## config.mk

```make
export PLATFORM = sky130hd
export DESIGN_NAME = i2c_txn_sched_flat
export DESIGN_NICKNAME = d
export VERILOG_FILES = /design/src/rtl/i2c_txn_sched_if.sv /design/src/rtl/i2c_txn_sched.sv /design/src/flat_wrapper.sv
export SDC_FILE = /design/constraint.sdc
export NUM_CORES = 1
export LEC_CHECK = 0
export CORE_MARGIN = 1.5
export CORE_UTILIZATION = 41
export DETAILED_ROUTE_END_ITERATION = 12
export PLACE_DENSITY = 0.8
export SETUP_SLACK_MARGIN = 0.4
export SYNTH_ARGS = -nofsm -noshare
export SYNTH_HDL_FRONTEND = slang
export SYNTH_SLANG_ARGS = --single-unit
```

## constraint.sdc

```tcl
create_clock -name clk -period 2.6 [get_ports clk]
set_clock_uncertainty 0.2 [all_clocks]
set_input_delay 0.39 -clock clk [delete_from_list [all_inputs] [get_ports clk]]
set_output_delay 0.39 -clock clk [all_outputs]
set_load 0.005 [all_outputs]
```

## src/rtl/i2c_txn_sched_if.sv

```systemverilog
// rtl/i2c_txn_sched_if.sv - command/response bus between the scheduler and the I2C byte engine
interface i2c_txn_sched_if;
    logic [1:0] eng_cmd;
    logic [7:0] eng_cmd_data;
    logic       eng_last;
    logic       eng_cmd_valid;
    logic       eng_cmd_ready;
    logic       eng_rsp_valid;
    logic [7:0] eng_rsp_data;
    logic       eng_rsp_nack;

    modport master (
        output eng_cmd, eng_cmd_data, eng_last, eng_cmd_valid,
        input  eng_cmd_ready, eng_rsp_valid, eng_rsp_data, eng_rsp_nack
    );

    modport slave (
        input  eng_cmd, eng_cmd_data, eng_last, eng_cmd_valid,
        output eng_cmd_ready, eng_rsp_valid, eng_rsp_data, eng_rsp_nack
    );
endinterface

```

## src/rtl/i2c_txn_sched.sv

```systemverilog
// rtl/i2c_txn_sched.sv - round-robin scheduler sequencing START/ADDR/DATA/STOP onto one I2C byte engine
module i2c_txn_sched #(
    parameter int N_REQ = 4,
    parameter int LEN_W = 4
) (
    input  logic                   clk,
    input  logic                   rstn,
    input  logic [N_REQ-1:0]       req_valid,
    input  logic [7*N_REQ-1:0]     req_addr,
    input  logic [N_REQ-1:0]       req_rw,
    input  logic [LEN_W*N_REQ-1:0] req_len,
    input  logic [8*N_REQ-1:0]     req_wdata,
    output logic [N_REQ-1:0]       grant,
    output logic [N_REQ-1:0]       wdata_pop,
    output logic [7:0]             rd_data,
    output logic [N_REQ-1:0]       rd_valid,
    output logic [N_REQ-1:0]       done,
    output logic                   nack,
    i2c_txn_sched_if.master        eng
);
    localparam int PW = (N_REQ > 1) ? $clog2(N_REQ) : 1;

    typedef enum logic [2:0] {S_IDLE, S_ARB, S_CMD, S_WAIT, S_DONE} state_t;
    typedef enum logic [1:0] {P_START, P_ADDR, P_DATA, P_STOP} phase_t;

    state_t           state, state_nx;
    phase_t           phase, phase_nx;
    logic [PW-1:0]    rr, rr_nx;
    logic [6:0]       addr, addr_nx;
    logic             rw, rw_nx;
    logic [LEN_W-1:0] cnt, cnt_nx;
    logic [N_REQ-1:0] grant_nx;
    logic             nack_nx;
    logic [7:0]       rd_data_nx;
    logic             rd_pulse, rd_pulse_nx;

    logic [6:0]       addr_a  [N_REQ];
    logic [LEN_W-1:0] len_a   [N_REQ];
    logic [7:0]       wdata_a [N_REQ];
    logic             found;
    logic [PW-1:0]    win, cand;

    always_comb begin
        for (int i = 0; i < N_REQ; i++) begin
            addr_a[i]  = req_addr[7*i +: 7];
            len_a[i]   = req_len[LEN_W*i +: LEN_W];
            wdata_a[i] = req_wdata[8*i +: 8];
        end
    end

    // First asserted request after the last winner, wrapping around.
    always_comb begin
        found = 1'b0;
        win   = '0;
        cand  = '0;
        for (int k = 1; k <= N_REQ; k++) begin
            cand = PW'((int'(rr) + k) % N_REQ);
            if (!found && req_valid[cand]) begin
                found = 1'b1;
                win   = cand;
            end
        end
    end

    always_ff @(posedge clk or negedge rstn) begin
        if (!rstn) begin
            state    <= S_IDLE;
            phase    <= P_START;
            rr       <= PW'(N_REQ - 1);
            addr     <= '0;
            rw       <= 1'b0;
            cnt      <= '0;
            grant    <= '0;
            nack     <= 1'b0;
            rd_data  <= '0;
            rd_pulse <= 1'b0;
        end else begin
            state    <= state_nx;
            phase    <= phase_nx;
            rr       <= rr_nx;
            addr     <= addr_nx;
            rw       <= rw_nx;
            cnt      <= cnt_nx;
            grant    <= grant_nx;
            nack     <= nack_nx;
            rd_data  <= rd_data_nx;
            rd_pulse <= rd_pulse_nx;
        end
    end

    always_comb begin
        state_nx    = state;
        phase_nx    = phase;
        rr_nx       = rr;
        addr_nx     = addr;
        rw_nx       = rw;
        cnt_nx      = cnt;
        grant_nx    = grant;
        nack_nx     = nack;
        rd_data_nx  = rd_data;
        rd_pulse_nx = 1'b0;

        eng.eng_cmd_valid = (state == S_CMD);
        eng.eng_cmd       = 2'b00;
        eng.eng_cmd_data  = 8'h00;
        eng.eng_last      = 1'b0;
        wdata_pop         = '0;
        done              = (state == S_DONE) ? grant : '0;
        rd_valid          = rd_pulse ? grant : '0;

        if (state == S_CMD) begin
            case (phase)
                P_START: eng.eng_cmd = 2'b00;
                P_ADDR: begin
                    eng.eng_cmd      = 2'b01;
                    eng.eng_cmd_data = {addr, rw};
                end
                P_DATA: begin
                    if (rw) begin
                        eng.eng_cmd  = 2'b10;
                        eng.eng_last = (cnt == LEN_W'(1));
                    end else begin
                        eng.eng_cmd      = 2'b01;
                        eng.eng_cmd_data = wdata_a[rr];
                        wdata_pop        = eng.eng_cmd_ready ? grant : '0;
                    end
                end
                default: eng.eng_cmd = 2'b11;
            endcase
        end

        case (state)
            S_IDLE: if (|req_valid) state_nx = S_ARB;
            S_ARB: begin
                if (found) begin
                    addr_nx  = addr_a[win];
                    rw_nx    = req_rw[win];
                    cnt_nx   = len_a[win];
                    rr_nx    = win;
                    grant_nx = {{(N_REQ-1){1'b0}}, 1'b1} << win;
                    phase_nx = P_START;
                    state_nx = S_CMD;
                end else begin
                    state_nx = S_IDLE;
                end
            end
            S_CMD: if (eng.eng_cmd_ready) state_nx = S_WAIT;
            S_WAIT: begin
                if (eng.eng_rsp_valid) begin
                    state_nx = S_CMD;
                    case (phase)
                        P_START: phase_nx = P_ADDR;
                        P_ADDR: begin
                            if (eng.eng_rsp_nack) begin
                                nack_nx  = 1'b1;
                                phase_nx = P_STOP;
                            end else if (cnt == '0) begin
                                phase_nx = P_STOP;
                            end else begin
                                phase_nx = P_DATA;
                            end
                        end
                        P_DATA: begin
                            // A NACKed write abandons the remaining bytes; reads ignore the flag.
                            if (!rw && eng.eng_rsp_nack) begin
                                nack_nx  = 1'b1;
                                phase_nx = P_STOP;
                            end else begin
                                if (rw) begin
                                    rd_data_nx  = eng.eng_rsp_data;
                                    rd_pulse_nx = 1'b1;
                                end
                                cnt_nx = cnt - LEN_W'(1);
                                if (cnt == LEN_W'(1)) phase_nx = P_STOP;
                            end
                        end
                        default: state_nx = S_DONE;
                    endcase
                end
            end
            S_DONE: begin
                grant_nx = '0;
                nack_nx  = 1'b0;
                state_nx = S_IDLE;
            end
            default: state_nx = S_IDLE;
        endcase
    end
endmodule
```

## src/flat_wrapper.sv

```systemverilog
// flat-port wrapper written by rule: the top's interface ports become plain ports
module i2c_txn_sched_flat 
#(
    parameter int N_REQ = 4,
    parameter int LEN_W = 4
)
  (clk, rstn, req_valid, req_addr, req_rw, req_len, req_wdata, grant, wdata_pop, rd_data, rd_valid, done, nack, eng_eng_cmd, eng_eng_cmd_data, eng_eng_last, eng_eng_cmd_valid, eng_eng_cmd_ready, eng_eng_rsp_valid, eng_eng_rsp_data, eng_eng_rsp_nack);
  i2c_txn_sched_if eng_i ();
  input  logic clk;
  input  logic rstn;
  input  logic [N_REQ-1:0] req_valid;
  input  logic [7*N_REQ-1:0] req_addr;
  input  logic [N_REQ-1:0] req_rw;
  input  logic [LEN_W*N_REQ-1:0] req_len;
  input  logic [8*N_REQ-1:0] req_wdata;
  output logic [N_REQ-1:0] grant;
  output logic [N_REQ-1:0] wdata_pop;
  output logic [7:0] rd_data;
  output logic [N_REQ-1:0] rd_valid;
  output logic [N_REQ-1:0] done;
  output logic nack;
  output wire logic [$bits(eng_i.eng_cmd)-1:0] eng_eng_cmd;
  output wire logic [$bits(eng_i.eng_cmd_data)-1:0] eng_eng_cmd_data;
  output wire logic [$bits(eng_i.eng_last)-1:0] eng_eng_last;
  output wire logic [$bits(eng_i.eng_cmd_valid)-1:0] eng_eng_cmd_valid;
  input wire logic [$bits(eng_i.eng_cmd_ready)-1:0] eng_eng_cmd_ready;
  input wire logic [$bits(eng_i.eng_rsp_valid)-1:0] eng_eng_rsp_valid;
  input wire logic [$bits(eng_i.eng_rsp_data)-1:0] eng_eng_rsp_data;
  input wire logic [$bits(eng_i.eng_rsp_nack)-1:0] eng_eng_rsp_nack;
  assign eng_eng_cmd = eng_i.eng_cmd;
  assign eng_eng_cmd_data = eng_i.eng_cmd_data;
  assign eng_eng_last = eng_i.eng_last;
  assign eng_eng_cmd_valid = eng_i.eng_cmd_valid;
  assign eng_i.eng_cmd_ready = eng_eng_cmd_ready;
  assign eng_i.eng_rsp_valid = eng_eng_rsp_valid;
  assign eng_i.eng_rsp_data = eng_eng_rsp_data;
  assign eng_i.eng_rsp_nack = eng_eng_rsp_nack;
  i2c_txn_sched #(.N_REQ(N_REQ), .LEN_W(LEN_W)) u_core (.clk(clk), .rstn(rstn), .req_valid(req_valid), .req_addr(req_addr), .req_rw(req_rw), .req_len(req_len), .req_wdata(req_wdata), .grant(grant), .wdata_pop(wdata_pop), .rd_data(rd_data), .rd_valid(rd_valid), .done(done), .nack(nack), .eng(eng_i));
endmodule
```

Word-level counts from Yosys, hierarchy flattened
Cells that the tools add are included.
{"block": "word_totals", "reg_bits": 33, "elab_cells": 140}
{"block": "classes", "n_addsub": 5, "magnitude_cmp": 7, "n_eq_ne": 18, "shift": 1, "muxes": 73, "bitwise": 3, "reduce_logical": 23}
{"cell": "$mux W4", "count": 13}
{"cell": "$mux W8", "count": 4}
{"cell": "$mux W2", "count": 12}
{"cell": "$mux W1", "count": 21}
{"cell": "$reduce_and A5 Y1", "count": 4}
{"cell": "$bmux W8 S2", "count": 1}
{"cell": "$pmux W4 S2", "count": 2}
{"cell": "$pmux W8 S2", "count": 1}
{"cell": "$lt A2 B3 Y1 const B", "count": 5}
{"cell": "$bmux W7 S2", "count": 1}
{"cell": "$mux W7", "count": 2}
{"cell": "$mux W3", "count": 4}
{"cell": "$pmux W2 S3", "count": 2}
{"cell": "$pmux W3 S4", "count": 1}
{"cell": "$bmux W1 S2", "count": 5}
{"cell": "$bmux W4 S2", "count": 1}
{"cell": "$ne A2 B1 Y1 const B", "count": 4}
{"cell": "$eq A3 B2 Y1 const B", "count": 2}
{"cell": "$ge A3 B3 Y1 const B", "count": 2}
{"cell": "$ne A3 B2 Y1 const B", "count": 2}
{"cell": "$not A2 Y3", "count": 2}
{"cell": "$reduce_bool A2 Y1", "count": 3}
{"cell": "$add A2 B1 Y2 const B", "count": 2}
{"cell": "$add A2 B2 Y2 const B", "count": 2}
{"cell": "23 further kinds", "count": 32}

Longest topological paths before layout
Gate-level depths: netlist (run 1).
{"block": "logic_depth", "word_depth": 19, "ltp_mapped": 8, "ltp_nobuf": 7}

Worst setup path after synthesis (run 1)
No wires, ideal clock.
{"block": "synth_path", "path_type": "flip-flop to output port", "from": "reg u_core.rr[0]", "to": "out eng_eng_cmd_data[0]", "t_arrival_ns": 1.689, "slack_ns": 0.321, "stages_incl_launch_ff": 6, "n_path_buf": 2, "path_cell_list": "dfstp_2 buf_2 buf_2 mux4_2 a22oi_1 nor2_1"}
{"block": "synth_via", "elab_chain_len": 7}
{"item": "start: declaration", "line_no": "i2c_txn_sched.sv:28", "rtl": "logic [PW-1:0] rr, rr_nx;"}
{"item": "start signal: assignment", "line_no": "i2c_txn_sched.sv:69", "rtl": "rr <= PW'(N_REQ - 1);"}
{"item": "start signal: assignment", "line_no": "i2c_txn_sched.sv:80", "rtl": "rr <= rr_nx;"}
{"item": "$not A2 Y3 (not written as such)", "line_no": "i2c_txn_sched.sv:124", "rtl": "eng.eng_cmd_data = wdata_a[rr];"}
{"item": "$bmux W8 S2", "line_no": "i2c_txn_sched.sv:124"}
{"item": "$mux W8 (not written as such) (2 in series)", "line_no": "i2c_txn_sched.sv:124"}
{"item": "$mux W8", "line_no": "i2c_txn_sched.sv:119", "rtl": "if (rw) begin"}
{"item": "$pmux W8 S2", "line_no": "i2c_txn_sched.sv:112", "rtl": "case (phase)"}
{"item": "$mux W8", "line_no": "i2c_txn_sched.sv:111", "rtl": "if (state == S_CMD) begin"}
{"item": "end: declaration", "line_no": "flat_wrapper.sv:23", "rtl": "output wire logic [$bits(eng_i.eng_cmd_data)-1:0] eng_eng_cmd_data;"}
Every way passes these cells. The select of a mux whose other input is x is not followed.

Final worst setup path (run 1)
{"block": "layout_path", "from": "reg u_core.rr[0]", "to": "out eng_eng_cmd_data[4]"}
Same word-level chain as after synthesis.

==> summary.txt, run 1 <==
Status
  – Status: completed

Setup path
  – Worst Setup EP: eng_eng_cmd_data[4]
  – Crit Reg-Reg Startpoint: u_core.rr[0]
  – Max FO, Critical Path: 4
  – Reg2Reg Capture Point: u_core.cnt[1]
  – Critical Path AT: 1970 ps
  – R2R Setup Slk: about 90 ps
  – Crit path capture type: output port
  – Critical Path Source: u_core.rr[0]
  – Critical path class: reg -> out
  – Worst endpoint required time: 2010 ps
  – Startpoint types: flip-flop
  – R2R depth: 11

Cells and area
  – Seq. cell area: 836 µm²
  – Area delta synth->final: 82.1%
  – Finished Layout Cells: 524
  – Area of the multi-input gates: 1960 µm²
  – Fill count: 371
  – Antenna diodes: 0
  – Count of nets after finishing: 551
  – Share of post-route cells with drive strength above 1: between 30% and 40%

Synthesis
  – Seq/Total Area, Yosys: 31.8%
  – Post-Syn Area: 2600 µm²
  – Most frequent cell after synthesis: dfrtp_1
  – Syn nets: 372
  – Top post-synthesis cells by count: dfrtp_1, nor2_1, mux2i_1
  – Top FF cell, synth: dfrtp_1
  – Gate Count Post-Synth: 269
  – Area share of the largest cell type after synthesis: 29.8%
  – Syn avg cell area: 9.68 µm²
  – Synth unique cells: 70
  – Register bit total from synthesis: 33
  – Ranking of synthesized cells by area: dfrtp_1, mux4_2, mux2i_1
  – Ys Warns: 0
  – FFs w/ async S/R, synth: 100%
  – Synth area leader: dfrtp_1
  – Post-synth EDFFs: 0

Clocking
  – Clock transition at path regs: 80 ps
  – Clock Sink Count: 33
  – TritonCTS clock tree: built
  – CTS Buffer Depth: 2
  – CTS Buf Count: 5
  – H-tree Lvls: 2
  – Post-CTS Hold Fix Bufs: 0
  – Clock latency on the worst-skew pair: 300 ps
  – CTS root buf: clkbuf_8

Route
  – Average wire per standard cell: 20.2 µm
  – DRC Markers: 0
  – Pre-Repair DR Iteration Count: 4
  – Drt via density: between 5 and 6
  – Routed via count: a little over 3000
  – Initial DRC Count: 203
  – DRT Wirelength: 10.6 mm
  – Antenna-violating nets left: 0

STA
  – Hold Fails Final Rpt: 0
  – Final setup viols: 0
  – Worst slew margin: between 70% and 80%
  – Setup WS post-layout: 37.5 ps
  – Max Slew Vio Count: 0
  – Worst-Margin Slew: 421 ps
  – Minimum clock period: around 2600 ps
  – Max frequency: about 0.39 GHz
  – Setup TNS Final: 0 ps
  – RSZ-0062 raised after global routing: yes
  – Final period util: 98.6%

Global route
  – Largest net degree at the start of global routing: 34
  – Initial antenna violation count: 0
  – Global-route wire length before repair: 14.4 mm
  – Grt ovf: 0
  – GRT Resource Usage Total: 28.1%
  – Vias in the first global route: slightly below 3000

Power
  – Power Density: about 920 nW/µm²
  – Peak supply drop: 0.636 mV
  – Leakage: 2.00 nW

Placement
  – DP HPWL: 6.66 mm
  – RD Place Congestion: roughly 0.90
  – Setup WS pre-CTS: 20.4 ps
  – Placed cells: between 400 and 500
  – Port bufs: 133

Floorplanning
  – Overall die width: 82.7 µm
  – Std cell rows: 28
  – Initial Utilization: a little over two fifths
  – Io pins: around 130
  – Die ar.: about 6800 µm²
  – Core area: 6030 µm²
  – Die Y: 82.7 µm

Run
  – # Max-Cap Violations: 0

Hold path
  – Worst min path class: in -> async
worst min path at each step:
stage	startpoint	cells past startpoint	endpoint
finish	rstn	2	u_core.rd_data[3]
global route	u_core.rd_data[7]	1	u_core.rd_data[7]
CTS	rstn	2	u_core.rd_data[3]
detailed placement	u_core.rd_data[4]	1	u_core.rd_data[4]
global placement	u_core.rd_data[1]	1	u_core.rd_data[1]
floorplan	rstn	0	u_core.addr[0]
area by class of cell:
class	count	area share (%)
Multi-Input combinational cell	211	41.2
Timing Repair Buffer	184	36.2
Sequential cell	33	17.6
Tap cell	75	1.98
Clock buffer	5	1.45
Inverter	13	1.13
Clock inverter	3	0.369
critical path, cell delays in order (launching register included):
cell     delay, ps
dfstp_4        650
buf_12         120
mux4_2         530
a22oi_2        180
nor2_1          60
buf_2          140
through the flow:
stage	total power, mW	hold slack, ps	area (µm²)	util (%)
final	4.37	304	4740	78.7
after detailed placement	3.10	298	4110	68.2
after CTS	3.92	315	4500	74.8
after global placement	3.03	289	4110	68.2
after global routing	4.56	327	4740	78.7
after floorplan	2.26	-106	2610	-
cell families after synthesis:
| logic type | synth area share, % |
|---|---|
| AO/OA/AOI/OAI | 23.3 |
| multiplexers | 16.3 |
| AND/OR/NAND/NOR | 20.5 |
| flip-flops | 31.8 |
| adder cells (fa/ha/maj) | 2.88 |
| buffers and inverters | 5.19 |
power breakdown:
part | switching [mW] | leakage (nW) | total, mW | internal [mW]
registers | 0.292 | 0.400 | 1.06 | 0.766
clock network | 0.220 | 0.0439 | 0.405 | 0.185
logic | 1.39 | 1.55 | 2.90 | 1.51
registers in the layout, summed over array words and instances (netlist names):
signal	cells
u_core.rd_data	8
u_core.addr	7
u_core.cnt	4
u_core.grant	4
u_core.state	3
u_core.phase	2
u_core.rr	2
u_core.nack	1
u_core.rd_pulse	1
u_core.rw	1
routing by layer:
layer	up-vias	track usage [%]	wire length [µm]
met5	-	0	0
met4	0	10.3	484
met3	49	5.16	676
met2	162	48.9	5530
met1	1536	34.4	3880
li1	1368	-	-
cell usage in the layout, fill, tap and decap left out, types with 4 or more instances in the layout:
master,n
a22oi_2,7
clkbuf_8,5
dlygate4sd2_1,6
o22a_1,4
mux4_2,8
a21boi_0,7
nand3_1,9
clkdlybuf4s50_1,111
buf_4,36
mux2_2,8
nand2_1,12
inv_1,10
dfrtp_1,31
buf_2,11
a211oi_2,14
a21oi_1,5
o21ai_0,5
nor2_1,26
nor2_4,4
mux2i_1,12
and3_1,6
buf_6,14
and2_1,8
what timing repair did:
| action | CTS | global route |
|---|---|---|
| endpoints found under the hold margin | 0 | 0 |
| pin swaps | 21 | 32 |
| setup endpoints to repair | 35 | 31 |
| gates cloned | 0 | 1 |
| setup buffers | 23 | 6 |
| resized for setup | 104 | 42 |
Power figures use the tool's default switching activity.
==> run 2, diff against run 1 <==
- ABC_AREA: default -> 1
- CORE_UTILIZATION: 41 -> 40
- GPL_TIMING_DRIVEN: default -> 0
- PLACE_DENSITY: 0.8 -> 0.78
==> run 2 against run 1 <==
Power grew 41%. Utilization is 3.5 points lower. Maximum frequency up 3.7%. Area after synthesis up 2.4%. Worst hold slack got worse by 30 ps. Cell count up 28%. Critical path type is now reg -> reg. Largest cell class unchanged.
==> summary.txt, run 2 <==
Synthesis
  – Syn nets: 523
  – Gate Count Post-Synth: 420
  – Ys Warns: 0
  – Register bit total from synthesis: 33
  – Top FF cell, synth: dfrtp_1
  – Synth area leader: dfrtp_1
  – Post-Syn Area: ~2700 µm²
  – Top post-synthesis cells by count: nand2_1, nand3_1, inv_1
  – Seq/Total Area, Yosys: 31.1%
  – Syn avg cell area: 6.35 µm²
  – Ranking of synthesized cells by area: dfrtp_1, nand2_1, nand3_1
  – FFs w/ async S/R, synth: 100%
  – Most frequent cell after synthesis: nand2_1
  – Area share of the largest cell type after synthesis: between 20 and 30%
  – Post-synth EDFFs: 0
  – Synth unique cells: 32

Placement
  – DP HPWL: ~6.9 mm
  – Port bufs: approximately 130
  – RD Place Congestion: between 0.8 and 0.9
  – Post-DP Area: 4090 µm²
  – Placed cells: 630

Hold path
  – Hold Path End: u_core.rd_data[4]
  – Hold_sp: u_core.rd_data[4]
  – Worst Hold Depth: 2
  – Worst min path class: reg -> reg

Setup path
  – Critical path class: reg -> reg
  – Critical Path AT: 2440 ps
  – Max FO, Critical Path: 5
  – Worst endpoint required time: 2570 ps
  – Startpoint types: flip-flop
  – R2R Setup Slk: 130 ps
  – Reg2Reg Capture Point: u_core.rw
  – Crit path capture type: flip-flop
  – R2R depth: 18
  – Crit Reg-Reg Startpoint: u_core.rr[1]

STA
  – Hold Fails Final Rpt: 0
  – Worst-Margin Slew: roughly 740 ps
  – Minimum clock period: 2470 ps
  – Final setup viols: 0
  – Max Slew Vio Count: 0
  – Worst hold slack: between 200 and 300 ps
  – RSZ-0062 raised after global routing: yes
  – Worst slew margin: 50.3%
  – Max frequency: around 0.40 GHz
  – Final period util: between 90% and 100%

Power
  – Power Density: 1280 nW/µm²
  – Peak supply drop: about 1.1 mV
  – Final Total Pwr: 6.15 mW
  – Leakage: 2.35 nW

Cells and area
  – Finished Layout Cells: 671
  – Regs by FF count: u_core.rd_data (8), u_core.addr (7)
  – Fill count: 461
  – Count of nets after finishing: 696
  – Area delta synth->final: 80.1%
  – Reg with most FFs: u_core.rd_data
  – Share of post-route cells with drive strength above 1: about 24%
  – Fin util: 75.2%
  – Antenna diodes: 0
  – Most frequent cells in the layout: nand2_1, clkdlybuf4s50_1, nand3_1, dfrtp_1, nor2_1
  – Final instance area: ~4800 µm²
  – Largest register FFs: 8
  – Most common cell after layout, fill and taps aside: nand2_1

Global route
  – Largest net degree at the start of global routing: 34
  – GRT Resource Usage Total: 27.2%
  – Grt ovf: 0
  – Initial antenna violation count: 0
  – Vias in the first global route: 3525
  – Global-route wire length before repair: 15.9 mm

Clocking
  – H-tree Lvls: 2
  – CTS root buf: clkbuf_8
  – Clock latency on the worst-skew pair: 290 ps
  – Clock Sink Count: 33
  – CTS Buffer Depth: 2
  – CTS Buf Count: 5
  – TritonCTS clock tree: built
  – Clock transition at path regs: 70 ps

Run
  – # Max-Cap Violations: 0

Floorplanning
  – Io pins: roughly 130
  – Die Y: about 85 µm
  – Initial Utilization: a little over two fifths
  – Overall die width: 84.6 µm
  – Std cell rows: 29
  – Die ar.: 7160 µm²
  – Core area: about 6400 µm²

Route
  – Drt via density: 5.35
  – Antenna-violating nets left: 0
  – DRT Wirelength: 10.5 mm
  – Initial DRC Count: 288
  – Average wire per standard cell: 15.6 µm
  – Pre-Repair DR Iteration Count: 5
  – DRC Markers: 0
  – Routed via count: ~3600

Status
  – Status: completed
run 2: changes by cell type after synthesis, moves of 7 or more:
| cell | previous run | this run |
|---|---|---|
| mux2i_1 | 14 | 0 |
| and2_1 | 9 | 0 |
| inv_1 | 12 | 34 |
| a21boi_0 | 7 | 0 |
| nand2_1 | 13 | 177 |
| nand3_1 | 9 | 46 |
| and3_1 | 7 | 0 |
| mux4_2 | 8 | 0 |
| a211oi_1 | 12 | 2 |
| mux2_2 | 8 | 0 |
run 2: kinds of logic (layout without fill, tap and decap cells):
group	Yosys count	count (layout)	share of synthesized area [%]
AND/OR/NAND/NOR	280	280	45.1
buffers and inverters	53	227	9.34
AO/OA/AOI/OAI	47	47	11.4
flip-flops	33	33	31.1
adder cells (fa/ha/maj)	6	6	2.82
XOR/XNOR	1	1	0.329
run 2: report_power, final:
group          internal [mW]  switching, mW  leakage (nW)  total (mW)
Clock                  0.313          0.197        0.0585       0.510
Sequential             0.740          0.159         0.411       0.899
Combinational           2.06           2.69          1.88        4.74
Total                   3.11           3.04          2.35        6.15
run 2: what timing repair did:
| item | 4_1_cts | 5_1_grt |
|---|---|---|
| endpoints found under the hold margin | 31 | 0 |
| setup endpoints to repair | 44 | 44 |
| gates resized for setup | 102 | 53 |
| pin swaps | 25 | 19 |
| cloned | 2 | 1 |
| setup buffers | 22 | 7 |
| hold buffers | 1 | 0 |
run 2: layout make-up:
type | instances | area, µm² | share of cell area, %
clock buffer | 7 | 86.3 | 1.80
buffer | 13 | 144 | 3.00
timing repair buffer | 166 | 1590 | 33.0
tap | 77 | 96.3 | 2.01
sequential | 33 | 828 | 17.2
inverter | 40 | 175 | 3.65
multi-input combinational | 334 | 1860 | 38.6
clock inverter | 1 | 30.0 | 0.625
run 2: how the worst max path moves through the flow:
stage / startpoint / end / slack [ps] / cells past startpoint
floorplan: u_core.rr[0] / u_core.addr[0] / 470 / 18
global placement: u_core.phase[0] / wdata_pop[1] / -280 / 7
detailed placement: u_core.phase[0] / wdata_pop[2] / -350 / 7
CTS: u_core.rr[0] / eng_eng_cmd_data[4] / 190 / 10
global route: u_core.rr[1] / u_core.rw / 50 / 18
finish: u_core.rr[1] / u_core.rw / 130 / 18
run 2: layer usage:
metal	GRT usage [%]	share of wire, %	vias to the layer above
li1	-	-	1702
met1	32.4	38	1662
met2	48.5	51	188
met3	5.90	7.6	36
met4	8.80	3.4	0
met5	0	0	-
run 2: critical path: stages (launching register included):
cell and delay, ps:
dfstp_2 550, buf_4 110, buf_4 140, nand2_8 70, nand2_2 90, nand2_2 70
nand2_4 90, nor2_1 50, nor2_2 140, nand2_4 90, nand2_8 110, inv_4 60
clkbuf_16 160, nand2_1 60, nand2_1 50, nand2_1 50, nand3_1 80, nand2_1 120
nand2_1 90
run 2: through the flow:
step                      worst slack (ps)  setup TNS (ps)
after global routing                  54.8               0
after CTS                              191               0
after global placement                -277           -1730
after floorplan                        468               0
final                                  129               0
after detailed placement              -351           -2290
